**src/rtl/mm_feeder.sv**
```systemverilog
// Input-staging front end for a ROWS x COLS systolic MAC array: per-lane FIFOs, tile FSM and diagonal skew.
// Define MM_FEEDER_PERF_EN to add stall_cnt, a saturating count of cycles spent waiting in FILL.
module mm_feeder #(
  parameter int ROWS      = 4,
  parameter int COLS      = 4,
  parameter int ACT_WIDTH = 16,
  parameter int W_WIDTH   = 4,
  parameter int DEPTH     = 32,
  parameter int CW        = $clog2(DEPTH + 1)
) (
  input  logic                      clk,
  input  logic                      rst,
  input  logic [ROWS*ACT_WIDTH-1:0] act_din,
  input  logic                      act_valid,
  output logic                      act_ready,
  input  logic [COLS*W_WIDTH-1:0]   w_din,
  input  logic                      w_valid,
  output logic                      w_ready,
  input  logic                      start,
  input  logic [CW-1:0]             k_len,
  input  logic                      flush,
  output logic [ROWS*ACT_WIDTH-1:0] act_out,
  output logic [ROWS-1:0]           act_vld,
  output logic [COLS*W_WIDTH-1:0]   w_out,
  output logic [COLS-1:0]           w_vld,
  output logic                      busy,
  output logic                      done,
  output logic                      err
`ifdef MM_FEEDER_PERF_EN
  ,
  output logic [31:0]               stall_cnt
`endif
);

  localparam int AW   = (DEPTH > 1) ? $clog2(DEPTH) : 1;
  localparam int MAXD = (ROWS > COLS) ? ROWS : COLS;
  localparam int DW   = $clog2(MAXD + 1);

  typedef enum logic [2:0] {S_IDLE, S_FILL, S_RUN, S_DRAIN, S_DONE} state_t;

  state_t        state_reg, state_next;
  logic [CW-1:0] k_len_reg, k_len_next;
  logic [CW-1:0] step_reg, step_next;
  logic [DW-1:0] drain_reg, drain_next;
  logic          err_reg, err_next;

  logic [AW-1:0] a_wr_ptr_reg, a_rd_ptr_reg, w_wr_ptr_reg, w_rd_ptr_reg;
  logic [CW-1:0] a_cnt_reg, w_cnt_reg;
  logic [AW-1:0] a_waddr, w_waddr;
  logic          a_push, w_push, pop, clear, k_ok;

  function automatic logic [AW-1:0] ptr_inc(input logic [AW-1:0] p);
    return (p == AW'(DEPTH - 1)) ? '0 : p + AW'(1);
  endfunction

  // Ready looks only at the registered count, so a full FIFO refuses a push even while popping.
  assign act_ready = (a_cnt_reg != CW'(DEPTH));
  assign w_ready   = (w_cnt_reg != CW'(DEPTH));
  assign a_push    = act_valid && act_ready;
  assign w_push    = w_valid && w_ready;
  assign pop       = (state_reg == S_RUN);
  assign clear     = (state_reg == S_IDLE) && flush;
  assign a_waddr   = clear ? '0 : a_wr_ptr_reg;
  assign w_waddr   = clear ? '0 : w_wr_ptr_reg;
  assign k_ok      = (k_len != '0) && (k_len <= CW'(DEPTH));

  // A push arriving alongside a flush lands as the first entry of the emptied FIFO.
  always_ff @(posedge clk or negedge rst) begin
    if (!rst) begin
      a_wr_ptr_reg <= '0;
      a_rd_ptr_reg <= '0;
      a_cnt_reg    <= '0;
    end else if (clear) begin
      a_wr_ptr_reg <= a_push ? ptr_inc('0) : '0;
      a_rd_ptr_reg <= '0;
      a_cnt_reg    <= a_push ? CW'(1) : '0;
    end else begin
      if (a_push) a_wr_ptr_reg <= ptr_inc(a_wr_ptr_reg);
      if (pop)    a_rd_ptr_reg <= ptr_inc(a_rd_ptr_reg);
      if (a_push && !pop)      a_cnt_reg <= a_cnt_reg + CW'(1);
      else if (!a_push && pop) a_cnt_reg <= a_cnt_reg - CW'(1);
    end
  end

  always_ff @(posedge clk or negedge rst) begin
    if (!rst) begin
      w_wr_ptr_reg <= '0;
      w_rd_ptr_reg <= '0;
      w_cnt_reg    <= '0;
    end else if (clear) begin
      w_wr_ptr_reg <= w_push ? ptr_inc('0) : '0;
      w_rd_ptr_reg <= '0;
      w_cnt_reg    <= w_push ? CW'(1) : '0;
    end else begin
      if (w_push) w_wr_ptr_reg <= ptr_inc(w_wr_ptr_reg);
      if (pop)    w_rd_ptr_reg <= ptr_inc(w_rd_ptr_reg);
      if (w_push && !pop)      w_cnt_reg <= w_cnt_reg + CW'(1);
      else if (!w_push && pop) w_cnt_reg <= w_cnt_reg - CW'(1);
    end
  end

  // Row gi keeps gi+1 stages; stage 0 doubles as the registered FIFO read.
  genvar gi;
  generate
    for (gi = 0; gi < ROWS; gi++) begin : g_row
      logic [ACT_WIDTH-1:0] mem [DEPTH];
      logic [ACT_WIDTH-1:0] stage_reg [gi+1];
      logic                 stage_vld_reg [gi+1];

      always_ff @(posedge clk) begin
        if (a_push) mem[a_waddr] <= act_din[gi*ACT_WIDTH +: ACT_WIDTH];
      end

      always_ff @(posedge clk or negedge rst) begin
        if (!rst) begin
          for (int s = 0; s <= gi; s++) begin
            stage_reg[s]     <= '0;
            stage_vld_reg[s] <= 1'b0;
          end
        end else begin
          stage_reg[0]     <= pop ? mem[a_rd_ptr_reg] : '0;
          stage_vld_reg[0] <= pop;
          for (int s = 1; s <= gi; s++) begin
            stage_reg[s]     <= stage_reg[s-1];
            stage_vld_reg[s] <= stage_vld_reg[s-1];
          end
        end
      end

      assign act_out[gi*ACT_WIDTH +: ACT_WIDTH] = stage_reg[gi];
      assign act_vld[gi]                        = stage_vld_reg[gi];
    end

    for (gi = 0; gi < COLS; gi++) begin : g_col
      logic [W_WIDTH-1:0] mem [DEPTH];
      logic [W_WIDTH-1:0] stage_reg [gi+1];
      logic               stage_vld_reg [gi+1];

      always_ff @(posedge clk) begin
        if (w_push) mem[w_waddr] <= w_din[gi*W_WIDTH +: W_WIDTH];
      end

      always_ff @(posedge clk or negedge rst) begin
        if (!rst) begin
          for (int s = 0; s <= gi; s++) begin
            stage_reg[s]     <= '0;
            stage_vld_reg[s] <= 1'b0;
          end
        end else begin
          stage_reg[0]     <= pop ? mem[w_rd_ptr_reg] : '0;
          stage_vld_reg[0] <= pop;
          for (int s = 1; s <= gi; s++) begin
            stage_reg[s]     <= stage_reg[s-1];
            stage_vld_reg[s] <= stage_vld_reg[s-1];
          end
        end
      end

      assign w_out[gi*W_WIDTH +: W_WIDTH] = stage_reg[gi];
      assign w_vld[gi]                    = stage_vld_reg[gi];
    end
  endgenerate

  always_ff @(posedge clk or negedge rst) begin
    if (!rst) begin
      state_reg <= S_IDLE;
      k_len_reg <= '0;
      step_reg  <= '0;
      drain_reg <= '0;
      err_reg   <= 1'b0;
    end else begin
      state_reg <= state_next;
      k_len_reg <= k_len_next;
      step_reg  <= step_next;
      drain_reg <= drain_next;
      err_reg   <= err_next;
    end
  end

  always_comb begin
    state_next = state_reg;
    k_len_next = k_len_reg;
    step_next  = step_reg;
    drain_next = drain_reg;
    err_next   = 1'b0;
    case (state_reg)
      S_IDLE: begin
        if (!flush && start) begin
          if (k_ok) begin
            state_next = S_FILL;
            k_len_next = k_len;
          end else begin
            err_next = 1'b1;
          end
        end
      end
      S_FILL: begin
        if (a_cnt_reg >= k_len_reg && w_cnt_reg >= k_len_reg) begin
          state_next = S_RUN;
          step_next  = '0;
        end
      end
      S_RUN: begin
        if (step_reg == k_len_reg - CW'(1)) begin
          state_next = S_DRAIN;
          step_next  = '0;
          drain_next = '0;
        end else begin
          step_next = step_reg + CW'(1);
        end
      end
      S_DRAIN: begin
        if (drain_reg == DW'(MAXD - 1)) state_next = S_DONE;
        else                            drain_next = drain_reg + DW'(1);
      end
      S_DONE:  state_next = S_IDLE;
      default: state_next = S_IDLE;
    endcase
  end

  assign busy = (state_reg != S_IDLE);
  assign done = (state_reg == S_DONE);
  assign err  = err_reg;

`ifdef MM_FEEDER_PERF_EN
  logic [31:0] stall_cnt_reg;
  logic        start_ok;
  assign start_ok = (state_reg == S_IDLE) && !flush && start && k_ok;

  always_ff @(posedge clk or negedge rst) begin
    if (!rst)                                             stall_cnt_reg <= '0;
    else if (start_ok)                                    stall_cnt_reg <= '0;
    else if (state_reg == S_FILL && stall_cnt_reg != '1)  stall_cnt_reg <= stall_cnt_reg + 32'd1;
  end
  assign stall_cnt = stall_cnt_reg;
`endif

endmodule

```
**config.mk**
```make
export PLATFORM = sky130hd
export DESIGN_NAME = mm_feeder
export DESIGN_NICKNAME = d
export VERILOG_FILES = /design/src/rtl/mm_feeder.sv
export SDC_FILE = /design/constraint.sdc
export NUM_CORES = 2
export LEC_CHECK = 0
export ABC_AREA = 0
export CORE_MARGIN = 2
export CORE_UTILIZATION = 60
export CTS_CLUSTER_DIAMETER = 80
export DETAILED_ROUTE_END_ITERATION = 10
export PLACE_DENSITY = 0.86
export SYNTH_ARGS = -nofsm -noshare
export SYNTH_HDL_FRONTEND = slang
export SYNTH_SLANG_ARGS = --single-unit
```
**constraint.sdc**
```tcl
create_clock -name clk -period 5.18 [get_ports clk]
set_input_delay 0.518 -clock clk [delete_from_list [all_inputs] [get_ports clk]]
set_output_delay 0.518 -clock clk [all_outputs]
set_load 0.02 [all_outputs]
```
; Word level (Yosys, flattened, before mapping)
; Memory sizes are Yosys's and may differ from the RTL's.
; Index checks and enable logic that the tools add are counted.
; W data, S select, Z words.
[totals]
ff_bits = 255
ram_bits = 2560
in_bits = 92
out_inout_bits = 93
wordCells = 154
memories = 8
[op_classes]
add_sub_neg = 11
magnitude_cmp = 3
n_eq_ne = 18
n_mux = 51
n_reduce_logical = 28
[mem_list]
columns = name, words, word_bits, read_ports, rd_clocked_by_memory_dff, write_ports, line
row1 = g_row[0].mem, 32, 16, 1, 0, 1, 106  ; logic [ACT_WIDTH-1:0] mem [DEPTH];
row2 = g_row[1].mem, 32, 16, 1, 0, 1, 106
row3 = g_row[2].mem, 32, 16, 1, 0, 1, 106
row4 = g_row[3].mem, 32, 16, 1, 0, 1, 106
row5 = g_col[0].mem, 32, 4, 1, 0, 1, 135  ; logic [W_WIDTH-1:0] mem [DEPTH];
row6 = g_col[1].mem, 32, 4, 1, 0, 1, 135
row7 = 2 more memories, -, -, -, -, -, -
[op_table]
columns = op, n
row1 = $mux W5, 14
row2 = $mux W16, 4
row3 = $mux W6, 8
row4 = $mux W3, 7
row5 = $add A5 B1 Y5 const B, 4
row6 = $eq A5 B5 Y1 const B, 4
row7 = $add A6 B1 Y6 const B, 3
row8 = $sub A6 B1 Y6 const B, 3
row9 = $mux W4, 4
row10 = $ge A6 B6 Y1, 2
row11 = $ne A6 B6 Y1 const B, 2
row12 = $pmux W3 S4, 1
row13 = $pmux W6 S2, 1
row14 = $mux W1, 11
row15 = $logic_and A1 B1 Y1, 10
row16 = $reduce_bool A2 Y1, 5
row17 = $eq A3 B2 Y1 const B, 3
row18 = $reduce_bool A3 Y1, 3
row19 = $ne A2 B2 Y1 const B, 4
row20 = $eq A6 B6 Y1, 1
row21 = $le A6 B6 Y1 const B, 1
row22 = $pmux W3 S2, 1
row23 = $reduce_and A3 Y1, 2
row24 = $reduce_bool A6 Y1, 1
row25 = other kinds (8), 12

; Longest topological paths before layout
[logic_depth]
word_depth = 7
mapped_depth = 12
depth_no_buf = 11

; Worst setup path after synthesis
; Ideal clock, no wire load.
[synth_timing]
path_type = register -> register
start = reg state_reg[1]
end = mem g_row[0].mem[3][0] (enable)
setup_time_ps = 487
t_arrival_ps = 4377
required_ps = 4693
path_slack_ps = 317
path_stages_with_launch = 8
path_buffers = 2
cell_sequence = dfrtp_1 > clkbuf_1 > nor3_1 > inv_1 > nor2_1 > clkbuf_1 > nor2_1 > nor2_1
[synth_between]
elab_chain_cells = 3
[synth_lines]
columns = item, line
row1 = start: declaration, 41  ; state_t state_reg, state_next;
row2 = start signal: assignment, 172  ; state_reg <= state_next;
row3 = $logic_not A3 Y1, 62  ; assign clear = (state_reg == S_IDLE) && flush;
row4 = $logic_and A1 B1 Y1, 62
row5 = $mux W5, 63  ; assign a_waddr = clear ? '0 : a_wr_ptr_reg;
row6 = end: declaration, 106
; Every way passes these cells.

; Worst setup path after layout
[layout_timing]
start = reg state_reg[1]
end = mem g_col[3].mem[112][3], in the netlist g_col[3].mem[28][3] (enable)
[layout_between]
elab_chain_cells = 3
[layout_lines]
columns = item, line
row1 = $logic_not A3 Y1, 62
row2 = $logic_and A1 B1 Y1, 62
row3 = $mux W5, 64  ; assign w_waddr = clear ? '0 : w_wr_ptr_reg;
row4 = end: declaration, 135
; Every way passes these cells.

==> results.py <==
metrics = {
    "timing": {
        "fin_crit_ns": 3.772,
        "finalSetupViolCount": 0,
        "max_freq_mhz": 265.1,
        "rsz0062_at_grt": "false",
        "skew_ns": 0.07622,
        "tightest_slew_ns": 1.358,
        "finalMaxSlewViolations": 0,
        "max_slew_margin": 0.09194,
        "post-route-period-util": 0.7281,
        "tns_ns": 0,
        "finalHoldViolCount": 0,
    },
    "drt": {
        "dr_wl_met2_um": 142100,
        "wirelength_um": 291800,
        "via_per_inst": 7.241,
        "drtIter0Drc": 10190,
        "post_drt_wl_per_cell_um": 35.96,
        "wl_met1_um": 91530,
        "ant_nets": 0,
        "dr.pass1.iters": 8,
        "met3_wirelength_um": 39070,
        "dr_total_vias": 58770,
        "top_layer": "met5",
        "drc_errors": 0,
    },
    "setup_path": {
        "rr_startpoint": "state_reg[1]",
        "endpoint_kind": "flop",
        "critPathKind": "flop to flop",
        "cp_max_fo": 24,
        "reg2reg_to": "g_col[3].mem[28][3]",
        "critPathLaunchType": "flop",
        "cp.arrival_ns": 4.34,
        "worstPathRequired_ns": 5.75,
        "reg2reg_depth": 7,
        "r2r_setup_slack_ns": 1.41,
    },
    "worst_hold_path": {
        "holdPathStages": 3,
        "worstHoldStart": "k_len[1]",
        "hold_end": "k_len_reg[1]",
        "worst_hold_path_type": "input pin to flop",
    },
    "clocking": {
        "cts.clk_slew.worst_paths_ns": 0.06,
        "root_buffer": "clkbuf_16",
        "cts-resized-gates": 0,
        "cts_tree": "built",
        "clock_sinks": 2815,
        "cts_buffers": 286,
        "htreeDepth": 5,
        "cts_max_path_buffers": 4,
        "clkLatencyLatePin_ns": 0.95,
    },
    "cells_and_area": {
        "final_cells": 8116,
        "design_area_mm2": 0.1213,
        "drive_above_1_share": 0.1913,
        "largest_reg_flops": 2048,
        "fin_nets": 5664,
        "syn2layout_area_growth_pct": 12.85,
    },
    "die": {
        "die_area_mm2": 0.1825,
        "rows": 155,
        "core_mm2": 0.1782,
        "die_x_um": 427.2,
        "die_h_um": 427.2,
        "initial_core_util": 0.6029,
        "pin_count": 185,
    },
    "logic_synthesis": {
        "synth_edf_count": 2560,
        "ys_warn_count": 0,
        "synth_cells": 5279,
        "synth_ff_type": "edfxtp_1",
        "ys_types": 57,
        "avgSynthCellArea_um2": 20.36,
        "synthesis.area_mm2": 0.1075,
        "ys_seq_elements": 2815,
        "async_reset_ff_frac": 0.09059,
        "ys_seq_area_frac": 0.7748,
        "syn_nets": 5405,
    },
    "place": {
        "dp_cells": 7604,
        "portBuffers": 184,
        "hpwl_um": 132800,
        "place_congestion": 0.7858,
        "place_area_mm2": 0.1123,
    },
    "pwr": {
        "p_leak_nw": 40.29,
        "cellPowerDensity_mw_per_mm2": 506.6,
        "irDropWorstVdd_mv": 0.4310,
    },
    "global_routing": {
        "overflow": 0,
        "gr-usage-all-layers": 0.3211,
        "grt_pass1_wl_um": 419800,
        "grt_pass1_vias": 60080,
        "grt_max_degree": 130,
        "antenna_found_initial": 21,
    },
    "run": {
        "drv_cap": 0,
    },
    "status": {
        "outcome": "complete, no violations",
    },
}
-- Yosys cell counts, types with 6 or more instances --
library cell	count	area [um^2]
a211o_1	61	534.3
a211oi_1	10	75.07
a21boi_0	61	457.9
a21oi_1	100	500.5
a22o_1	22	192.7
and3_1	6	37.54
buf_1	22	82.58
buf_2	56	280.3
buf_4	112	840.8
buf_6	6	67.56
clkbuf_1	154	578.1
dfrtp_1	255	6381
edfxtp_1	2560	76870
ha_1	32	400.4
inv_1	23	86.33
mux2_2	75	844.6
mux2i_1	409	4094
mux4_2	443	9977
nand2_1	55	206.5
nand2b_1	6	37.54
nand3_1	20	100.1
nand4_1	6	37.54
nor2_1	207	777.0
nor2b_1	12	75.07
nor3_1	12	60.06
nor4_1	48	300.3
o21ai_0	204	1021
o221ai_1	177	1550
o22ai_1	12	75.07
o31ai_1	47	352.8
xnor2_1	14	122.6
-- kinds of logic after synthesis --
family,share of synthesized area
muxes,0.1388
adders and majority gates,0.004099
xor gates and xnor gates,0.001549
DFF,0.7748
AOI/OAI and AO/OA,0.04595
buffers and inverters,0.01805
and+or+nand+nor,0.01678
-- per-layer routing --
layer  vias to the layer above  GRT usage
met3                      1297    0.07825
met2                      5724     0.5140
met4                        14     0.1787
met5                         -          0
li1                      22230          -
met1                     29510     0.4075
-- critical path, cell delays in order, from the launching register on --
cell     delay, ns
dfrtp_1       0.48
nor3_1        0.34
inv_1         0.16
nor2_2        0.57
buf_4         0.40
o21ai_1       0.35
nor2_1        0.73
buf_4         0.39
-- repair_timing --
| item | 4_1_cts | 5_1_grt |
|---|---|---|
| hold endpoints to repair | 83 | 0 |
| hold buffers | 1 | 0 |
| setup buffers | 0 | 0 |
-- how the worst max path moves through the flow --
stage	from	endpoint	slack, ns	depth (start not counted)
after floorplan	state_reg[1]	g_row[0].mem[3][0]	0.32	7
after global placement	act_valid	g_row[2].mem[22][3]	1.27	6
after detailed placement	act_valid	g_row[2].mem[22][1]	1.27	6
after CTS	state_reg[1]	g_col[0].mem[20][0]	1.55	7
after global routing	state_reg[1]	g_col[2].mem[20][3]	1.19	7
final	state_reg[1]	g_col[3].mem[28][3]	1.41	7
-- area by class of cell --
cell class | instances | area (um^2)
antenna | 12 | 30.03
tap | 2355 | 2947
clock inverter | 116 | 1059
multi-input combinational | 2090 | 22540
fill | 9608 | 56960
sequential | 2815 | 83280
clock buffer | 383 | 7900
inverter | 24 | 90.09
timing repair buffer | 321 | 3416
-- cells in the final DEF, fill, tap and decap left out, types with 32 or more instances in the layout --
cell type / count
edfxtp_1: 2560
mux4_2: 443
mux2i_1: 409
clkbuf_16: 293
dfrtp_1: 248
o21ai_0: 204
clkdlybuf4s50_1: 183
o221ai_1: 177
nor2_1: 172
a21oi_1: 100
buf_4: 93
mux2_2: 75
clkbuf_1: 67
a21boi_0: 61
a211o_1: 61
nand2_1: 54
nor4_1: 48
o31ai_1: 47
clkinv_2: 43
buf_12: 43
clkinv_1: 39
nor2_4: 33
ha_1: 32
-- stage by stage --
step           hold slack (ns)  power [mW]    util  setup WS [ns]
5_1_grt                 0.2174       62.79  0.6803          1.193
3_3_place_gp            0.3326       39.96  0.6299          1.271
3_5_place_dp            0.3347       40.62  0.6299          1.270
4_1_cts                 0.1504       61.18  0.6802          1.552
6_report                0.1978       61.44  0.6804          1.408
2_1_floorplan           0.2224       36.86       -         0.3168
-- power by group --
group	internal (mW)	switching (mW)	total (mW)
clock	11.6	8.61	20.2
sequential	26.1	1.03	27.1
combinational	5.70	8.39	14.1
total	43.4	18.0	61.4
Power figures use the tool's default switching activity.
